--- src/rtl/audio_sample_fifo_pkg.sv ---
// Shared audio types: default sample width and the stereo sample pair.
package audio_sample_fifo_pkg;

  localparam int AUDIO_WIDTH = 24;

  typedef struct packed {
    logic signed [AUDIO_WIDTH-1:0] left;
    logic signed [AUDIO_WIDTH-1:0] right;
  } stereo_t;

endpackage

--- src/rtl/audio_sample_fifo_ram.sv ---
// Simple dual-port sample RAM: synchronous write, asynchronous read, no reset.
// Latency: write visible on the read port after the write edge; no backpressure.
module audio_fifo_ram #(
  parameter int DEPTH = 16,
  parameter int DW    = 48
) (
  input  logic                     clk,
  input  logic                     we,
  input  logic [$clog2(DEPTH)-1:0] waddr,
  input  logic [DW-1:0]            wdata,
  input  logic [$clog2(DEPTH)-1:0] raddr,
  output logic [DW-1:0]            rdata
);

  logic [DW-1:0] mem [DEPTH];

  always_ff @(posedge clk) begin
    if (we) mem[waddr] <= wdata;
  end

  assign rdata = mem[raddr];

endmodule

--- src/rtl/audio_sample_fifo.sv ---
// Stereo sample FIFO feeding an I2S serializer through a registered output stage.
// Latency: two edges from write into an empty FIFO to l_data/r_data. Backpressure: in_ready=0 when memory is full.
// Optional underrun_cnt output is built when AUDIO_FIFO_UNDERRUN_CNT_EN is defined.
module audio_sample_fifo
  import audio_sample_fifo_pkg::*;
#(
  parameter int DEPTH = 16,
  parameter int WIDTH = AUDIO_WIDTH
) (
  input  logic                       clk,
  input  logic                       reset,
  input  logic                       in_valid,
  output logic                       in_ready,
  input  logic signed [WIDTH-1:0]    in_l,
  input  logic signed [WIDTH-1:0]    in_r,
  input  logic                       load,
  output logic signed [WIDTH-1:0]    l_data,
  output logic signed [WIDTH-1:0]    r_data,
  output logic [$clog2(DEPTH):0]     level,
  output logic                       underrun,
  input  logic                       clr_underrun
`ifdef AUDIO_FIFO_UNDERRUN_CNT_EN
  ,
  output logic [15:0]                underrun_cnt
`endif
);

  localparam int AW = $clog2(DEPTH);

  typedef struct packed {
    logic signed [WIDTH-1:0] left;
    logic signed [WIDTH-1:0] right;
  } sample_t;

  logic [AW-1:0] wr_ptr;
  logic [AW-1:0] rd_ptr;
  logic          stage_full;
  logic          wr_en;
  logic          mem_empty;
  logic          refill;
  logic          drain;
  logic          underrun_set;
  sample_t       wr_word;
  sample_t       head;

  assign in_ready     = (level < (AW+1)'(DEPTH));
  assign wr_en        = in_valid & in_ready;
  assign mem_empty    = (level == '0);
  // Refill only from memory: a sample written this edge reaches the stage next edge.
  assign refill       = ~mem_empty & (~stage_full | load);
  assign drain        = load & stage_full & mem_empty;
  assign underrun_set = load & ~stage_full;

  assign wr_word.left  = in_l;
  assign wr_word.right = in_r;

  audio_fifo_ram #(
    .DEPTH (DEPTH),
    .DW    (2*WIDTH)
  ) u_ram (
    .clk   (clk),
    .we    (wr_en & ~reset),
    .waddr (wr_ptr),
    .wdata (wr_word),
    .raddr (rd_ptr),
    .rdata (head)
  );

  always_ff @(posedge clk) begin
    if (reset) begin
      wr_ptr     <= '0;
      rd_ptr     <= '0;
      level      <= '0;
      stage_full <= 1'b0;
      l_data     <= '0;
      r_data     <= '0;
      underrun   <= 1'b0;
    end else begin
      if (wr_en) wr_ptr <= wr_ptr + 1'b1;

      if (refill) begin
        rd_ptr     <= rd_ptr + 1'b1;
        stage_full <= 1'b1;
        l_data     <= head.left;
        r_data     <= head.right;
      end else if (drain) begin
        stage_full <= 1'b0;
        l_data     <= '0;
        r_data     <= '0;
      end

      case ({wr_en, refill})
        2'b10:   level <= level + 1'b1;
        2'b01:   level <= level - 1'b1;
        default: level <= level;
      endcase

      if (underrun_set)      underrun <= 1'b1;
      else if (clr_underrun) underrun <= 1'b0;
    end
  end

`ifdef AUDIO_FIFO_UNDERRUN_CNT_EN
  always_ff @(posedge clk) begin
    if (reset) begin
      underrun_cnt <= '0;
    end else if (underrun_set) begin
      // A clear on the same edge restarts the count at this event.
      if (clr_underrun)                underrun_cnt <= 16'd1;
      else if (underrun_cnt != 16'hFFFF) underrun_cnt <= underrun_cnt + 16'd1;
    end else if (clr_underrun) begin
      underrun_cnt <= '0;
    end
  end
`endif

endmodule

--- config.mk ---
export PLATFORM = sky130hd
export DESIGN_NAME = audio_sample_fifo
export DESIGN_NICKNAME = d
export VERILOG_FILES = /design/src/rtl/audio_sample_fifo_pkg.sv /design/src/rtl/audio_sample_fifo_ram.sv /design/src/rtl/audio_sample_fifo.sv
export SDC_FILE = /design/constraint.sdc
export NUM_CORES = 1
export LEC_CHECK = 0
export CORE_ASPECT_RATIO = 0.8
export CORE_MARGIN = 3
export CORE_UTILIZATION = 25
export CTS_CLUSTER_DIAMETER = 200
export DETAILED_ROUTE_END_ITERATION = 8
export HOLD_SLACK_MARGIN = 0.02
export PLACE_DENSITY = 0.4
export SLEW_MARGIN = 20
export SYNTH_ARGS = -nofsm -noshare
export SYNTH_HDL_FRONTEND = slang
export SYNTH_SLANG_ARGS = --single-unit
--- constraint.sdc ---
create_clock -name clk -period 4.2 [get_ports clk]
set_clock_uncertainty 0.15 [all_clocks]
set_input_delay 0.42 -clock clk [delete_from_list [all_inputs] [get_ports clk]]
set_output_delay 0.42 -clock clk [all_outputs]
set_load 0.01 [all_outputs]
==> summary.md, run 1 <==
| Metric | Value |
|---|---|
| Top cells by count, synth | `768 x edfxtp_1, 192 x mux4_2, 98 x mux2i_1` |
| Area leader, netlist | `edfxtp_1` |
| Pwr Density | `between 500 and 600 nW/um^2` |
| Largest net degree at the start of global routing | `a little under 50` |
| Clock Sinks | `835` |
| Vias per cell | `about 4.3` |
| Die Y | `between 300 and 400 um` |
| Leading cell types by total area after synthesis | `edfxtp_1 74%, mux4_2 14%, dfxtp_1 4.3%, mux2i_1 3.1%, o221ai_1 1.3%` |
| Top FF cell, synth | `edfxtp_1` |
| FF-to-FF End | `level[4]` |
| Max Slew Vio Count | `0` |
| Placed cell area | `35000 sq um` |
| RSZ-0062 raised after global routing | `false` |
| Clock tree buffer depth | `3` |
| R2R setup slack | `1.33 ns` |
| Pre-CTS setup slack | `around 0.78 ns` |
| Drt drc | `0` |
| Layout cell share with drive strength beyond 1 | `0.240` |
| DRT Pass-1 Iters | `5` |
| Ys async rst share | `0` |
| Post-route minimum period | `around 2.9 ns` |
| Multi-input logic area | `6660 sq um` |
| Register area | `around 24000 sq um` |
| Worst rel slew slack | `0.380` |
| 1st-iter DRT viols | `slightly above 1000` |
| Reg2Reg Depth | `9` |
| Syn-to-layout area delta | `20.6%` |
| Worst skew pair latency | `about 0.66 ns` |
| Via count | `14300` |
| Syn avg cell area | `22.4 sq um` |
| Count leader, synth | `edfxtp_1` |
| Hold-fix buffers, CTS | `0` |
| Post-cts sizing count | `0` |
| Fillers | `11900` |
| Yosys top cell area share | `0.736` |
| Ant. Diodes | `0` |
| Routability cong. | `around 0.69` |
| Synthesized cell area | `between 30000 and 40000 sq um` |
| Setup TNS | `0 ns` |
| Mapped Cells | `1399` |
| Post-DP HPWL | `around 43000 um` |
| Hold path depth | `3` |
| Vias in the first global route | `15500` |
| Final Cycle Share | `0.683` |
| CTS buffer count | `just under 90` |
| Post-CTS Setup Inserts | `0` |
| Seq/Total Area, Yosys | `0.779` |
| Core Region | `between 100000 and 150000 sq um` |
| Worst setup margin | `between 1 and 1.5 ns` |
| Max Fclk | `about 350 MHz` |
| Max IR drop VDD | `approximately 0.29 mV` |
| Worst hold path type | `input pin to flop` |
| Crit path max fanout | `9` |
| Crit path launch type | `flop` |
| Final hold viol count | `0` |
| IO Count | `roughly 110` |
| Unique cell type count in the Yosys netlist | `38` |
| Grt total ovfl | `0` |
| DIE AREA | `between 100000 and 150000 sq um` |
| IO Port Bufs | `about 110` |
| CTS clk-pin slew, worst paths | `~0.060 ns` |
| Die X-Extent | `402 um` |
| Worst-Margin Slew | `between 0.9 and 1 ns` |
| First-pass GRT wire length | `between 100000 and 150000 um` |
| P_leak | `between 10 and 15 nW` |
| CTS tree | `done` |
| Crit end category | `flop` |
| Wire length per cell | `about 23 um` |
| Max Cap Viol | `0` |
| Initial antenna violation count | `1` |
| Fin nets | `~1600` |
| Root buf cell | `clkbuf_16` |
| Hold Path End | `underrun` |
| Final instance area | `37800 sq um` |
| Starting Density | `0.253` |
| HP Start | `load` |
| Worst Setup Path Type | `flop to flop` |
| DRT antenna net count | `0` |
| Overall Global Routing Usage | `0.118` |
| Final setup viols | `0` |
| WL final | `between 70000 and 80000 um` |
| Util after Layout | `0.305` |
| Synth Net Count | `between 1000 and 1500` |
| EDFF count, synth | `between 700 and 800` |
| Row Count | `around 120` |
| Yosys reg bits | `between 800 and 900` |
| CP required | `roughly 4.6 ns` |
| Hold slack | `around 0.26 ns` |
| Data arrival, critical path | `between 3 and 4 ns` |
| Ys Warns | `0` |
| Outcome | `finished, final reports clean` |
| H-tree Lvls | `3` |
| Worst r2r src | `level[1]` |
-- worst max-delay path by stage --
stage,to,startpoint,depth (start not counted)
after floorplan,u_ram.mem[3][0],in_valid,4
after global routing,level[4],level[1],9
after CTS,u_ram.mem[7][17],level[4],4
after detailed placement,level[4],in_valid,10
final,level[4],level[1],9
after global placement,level[4],in_valid,10
-- area by class of cell --
| type | count | share of cell area |
|---|---|---|
| sequential | 835 | 0.646 |
| multi-input combinational | 485 | 0.176 |
| clock inverter | 29 | 0.00699 |
| tap | 1638 | 0.0542 |
| clock buffer | 133 | 0.0667 |
| inverter | 6 | 0.000596 |
| timing repair buffer | 158 | 0.0491 |
-- metal layers --
layer	up-vias	GRT usage	routed length, um
met5	-	0	13
met4	2	0.0308	1620
met3	116	0.0239	2810
met2	232	0.194	37200
met1	7686	0.161	35000
li1	6238	-	-
-- logic make-up after synthesis --
family / after synthesis / synth area share
buffers and inverters: 79 / 0.0126
AO/OA/AOI/OAI: 65 / 0.0175
AND/OR/NAND/NOR: 111 / 0.0154
flip-flops: 835 / 0.779
adder cells (fa/ha/maj): 8 / 0.00319
XOR/XNOR: 9 / 0.00252
multiplexers: 292 / 0.170
-- where the power goes --
group	total, mW	internal (mW)	switching [mW]
clock	7.56	4.39	3.17
sequential	9.91	9.50	0.409
combinational	4.56	2.28	2.28
-- registers in the layout, summed over array words and instances, names as in the netlist, named ones only --
register	count
l_data	24
level	5
r_data	24
rd_ptr	4
stage_full	1
u_ram.mem	768
underrun	1
wr_ptr	4
-- critical path, stage by stage, from the launching register on --
cell and delay (ns):
dfxtp_1 0.51, nor3_2 0.13, a21oi_2 0.36, ha_1 0.42
xor2_1 0.19, ha_1 0.21, a21o_1 0.13, nand3_1 0.09
a31oi_1 0.22, mux2_2 0.35
-- per-stage QoR --
stage          std cells  power (mW)
3_3_place_gp        3122        14.8
5_1_grt             3284        23.1
6_report            3284        22.0
3_5_place_dp        3122        14.8
4_1_cts             3284        22.5
2_1_floorplan       1399        12.9
-- layout by cell type, fill, tap and decap left out, types with 18 or more instances in the layout --
cell type / netlist / final
buf_12: 0 / 32
buf_4: 6 / 19
clkbuf_1: 17 / 30
clkbuf_16: 0 / 88
clkdlybuf4s50_1: 0 / 107
dfxtp_1: 67 / 64
edfxtp_1: 768 / 768
mux2i_1: 98 / 98
mux4_2: 192 / 192
nand2_1: 55 / 54
nor2_1: 34 / 18
o221ai_1: 48 / 48
Power figures use the tool's default switching activity.
==> run 2: changes to the inputs <==
- PLACE_DENSITY: 0.4 -> 0.42
- clock period: 4.2 -> 2.6 ns (I/O delays scaled with it)
==> summary.md, run 2 (same netlist as run 1, synthesis figures left out) <==
| Metric | Value |
|---|---|
| Vias in the first global route | `15900 (+2.9%)` |
| CP required | `3.01 ns (-1.59 ns)` |
| Max incr delay on CP | `0.41 ns (-0.10 ns)` |
| Die X-Extent | `402 um (unchanged)` |
| Post-CTS Setup Inserts | `0 (unchanged)` |
| Max Cap Viol | `0 (unchanged)` |
| Crit path max fanout | `8 (-1)` |
| Overall Global Routing Usage | `0.125 (+0.00643)` |
| Largest Register | `u_ram.mem` |
| Vias per cell | `4.45 (+2.5%)` |
| CTS clk-pin slew, worst paths | `0.06 ns (about the same)` |
| Clock Sinks | `835 (unchanged)` |
| RSZ-0062 raised after global routing | `false` |
| Root buf cell | `clkbuf_16` |
| Top Registers | `u_ram.mem (768), l_data (24), r_data (24)` |
| Drt drc | `0 (unchanged)` |
| Worst rel slew slack | `0.566 (+0.186)` |
| Max Fclk | `413 MHz (+18%)` |
| Grt met1 use | `0.174 (+0.0138)` |
| Outcome | `finished, final reports clean` |
| Largest net degree at the start of global routing | `45 (-8.2%)` |
| Most frequent cells in the layout | `768 x edfxtp_1, 192 x mux4_2, 107 x clkdlybuf4s50_1` |
| Met2 usage | `0.199 (+0.00433)` |
| Worst skew pair latency | `0.66 ns (about the same)` |
| First-pass GRT wire length | `117000 um (+5.3%)` |
| Clock tree buffer depth | `3 (unchanged)` |
| IO Count | `108 (unchanged)` |
| Worst-Margin Slew | `0.649 ns (-0.281 ns)` |
| CP delay by family, top | `compound AO/OA/AOI/OAI gates` |
| Die Y | `323 um (unchanged)` |
| Worst hold path type | `input pin to flop` |
| Post-cts sizing count | `0 (unchanged)` |
| Final hold viol count | `0 (unchanged)` |
| Row Count | `115 (unchanged)` |
| Hold slack | `0.101 ns (-0.155 ns)` |
| Max IR drop VDD | `0.582 mV (+100%)` |
| Worst Setup Path Type | `flop to flop` |
| Crit end category | `flop` |
| CTS buffer count | `90 (+2.3%)` |
| Grt total ovfl | `0 (unchanged)` |
| Max Slew Vio Count | `0 (unchanged)` |
| Max reg flops | `768 (unchanged)` |
| Wire length per cell | `24.2 um (+3.4%)` |
| Routability cong. | `0.692 (+0.23%)` |
| Hold-fix buffers, CTS | `0 (unchanged)` |
| Crit path launch type | `flop` |
| Initial antenna violation count | `6 (+5)` |
| CP Cell Sequence | `nor3_2 > a21oi_2 > ha_1 > xor2_1 > ha_1 > a21o_1 > nand3_1 > a31oi_1 > mux2_2` |
| 1st-iter DRT viols | `938 (-6.8%)` |
| Most common cell after layout, fill and taps aside | `edfxtp_1` |
| Ant. Diodes | `0 (unchanged)` |
| Fin nets | `1685 (+3.1%)` |
| P_leak | `11.8 nW (+3.9%)` |
| Syn-to-layout area delta | `23.5%` |
| Setup TNS | `0 ns (unchanged)` |
| Post-route minimum period | `2.42 ns (-0.448 ns)` |
| DRT antenna net count | `0 (unchanged)` |
| Post-DP HPWL | `45700 um (+7.4%)` |
| WL final | `80700 um (+5.1%)` |
| DRT Pass-1 Iters | `4 (-1)` |
| H-tree Lvls | `3 (unchanged)` |
| IO Port Bufs | `107 (unchanged)` |
| Via count | `14900 (+4.2%)` |
| Most common cell on crit path | `ha_1` |
| Data arrival, critical path | `2.83 ns (-0.44 ns)` |
| GRT Max-Usage Layer | `met2` |
| Worst path slowest cell | `dfxtp_1` |
| Core Region | `124000 sq um (unchanged)` |
| WP buf/inv | `0 (unchanged)` |
| Final setup viols | `0 (unchanged)` |
| Met3 GRT Util | `0.0259 (+0.00193)` |
| Layout cell share with drive strength beyond 1 | `0.269 (+0.0294)` |
| Final Cycle Share | `0.932 (+0.248)` |
| Starting Density | `0.253 (unchanged)` |
| DIE AREA | `130000 sq um (unchanged)` |
| CTS tree | `done` |
| Pwr Density | `948 nW/um^2 (+63%)` |
==> run 2: cell count changes in the layout (fill, tap and decap cells not counted) <==
cell | previous run | this run
inv_16 | 0 | 2
clkinv_4 | 1 | 3
clkinv_1 | 9 | 11
clkbuf_1 | 30 | 19
clkinv_2 | 10 | 16
bufinv_16 | 4 | 6
buf_12 | 32 | 61
clkbuf_8 | 15 | 13
buf_4 | 19 | 38
inv_6 | 4 | 2
clkinvlp_4 | 0 | 3
clkbuf_16 | 88 | 92
==> run 2: power by group <==
part	internal, mW	switching, mW
logic	4.08	3.94
clock network	7.50	5.30
registers	15.3	0.528
==> run 2: through the flow <==
step                instances  power [mW]   util  setup WS [ns]  cell area (sq um)
floorplan                1399        20.8      -         -0.218              31400
global placement         3170        24.5  0.289         -0.131              35700
detailed placement       3170        24.5  0.289        -0.0316              35700
CTS                      3338        37.5  0.313          0.184              38700
global route             3338        38.5  0.313         0.0566              38700
finish                   3338        36.7  0.313          0.178              38700
==> run 2: layout make-up <==
class,count,area (sq um)
Tap cell,1638,2050
Inverter,6,22.5
Clock buffer,124,2550
Multi-Input combinational cell,485,6660
Timing Repair Buffer,206,2580
Sequential cell,835,24400
Clock inverter,44,424
Fill cell,11900,85000
==> run 2: path summary, 6_finish.rpt <==
check | from | endpoint | slack [ns] | depth (start not counted)
worst max-delay path | level[2] | level[4] | 0.18 | 9
worst min-delay path | clr_underrun | underrun | 0.10 | 3
worst max register to register | level[2] | level[4] | 0.18 | 9
worst min register to register | r_data[12] | r_data[12] | 0.31 | 2
==> run 2: tightest hold or removal path: stages <==
cell and delay, ns:
clkdlybuf4s50_1 0.46, nand2b_1 0.09, a21oi_1 0.05
==> run 2: routing by layer <==
layer / up-vias / wire [um]
met4: 6 / 1750
met2: 318 / 37900
met5: - / 38
met3: 134 / 3270
li1: 6351 / -
met1: 8061 / 37700
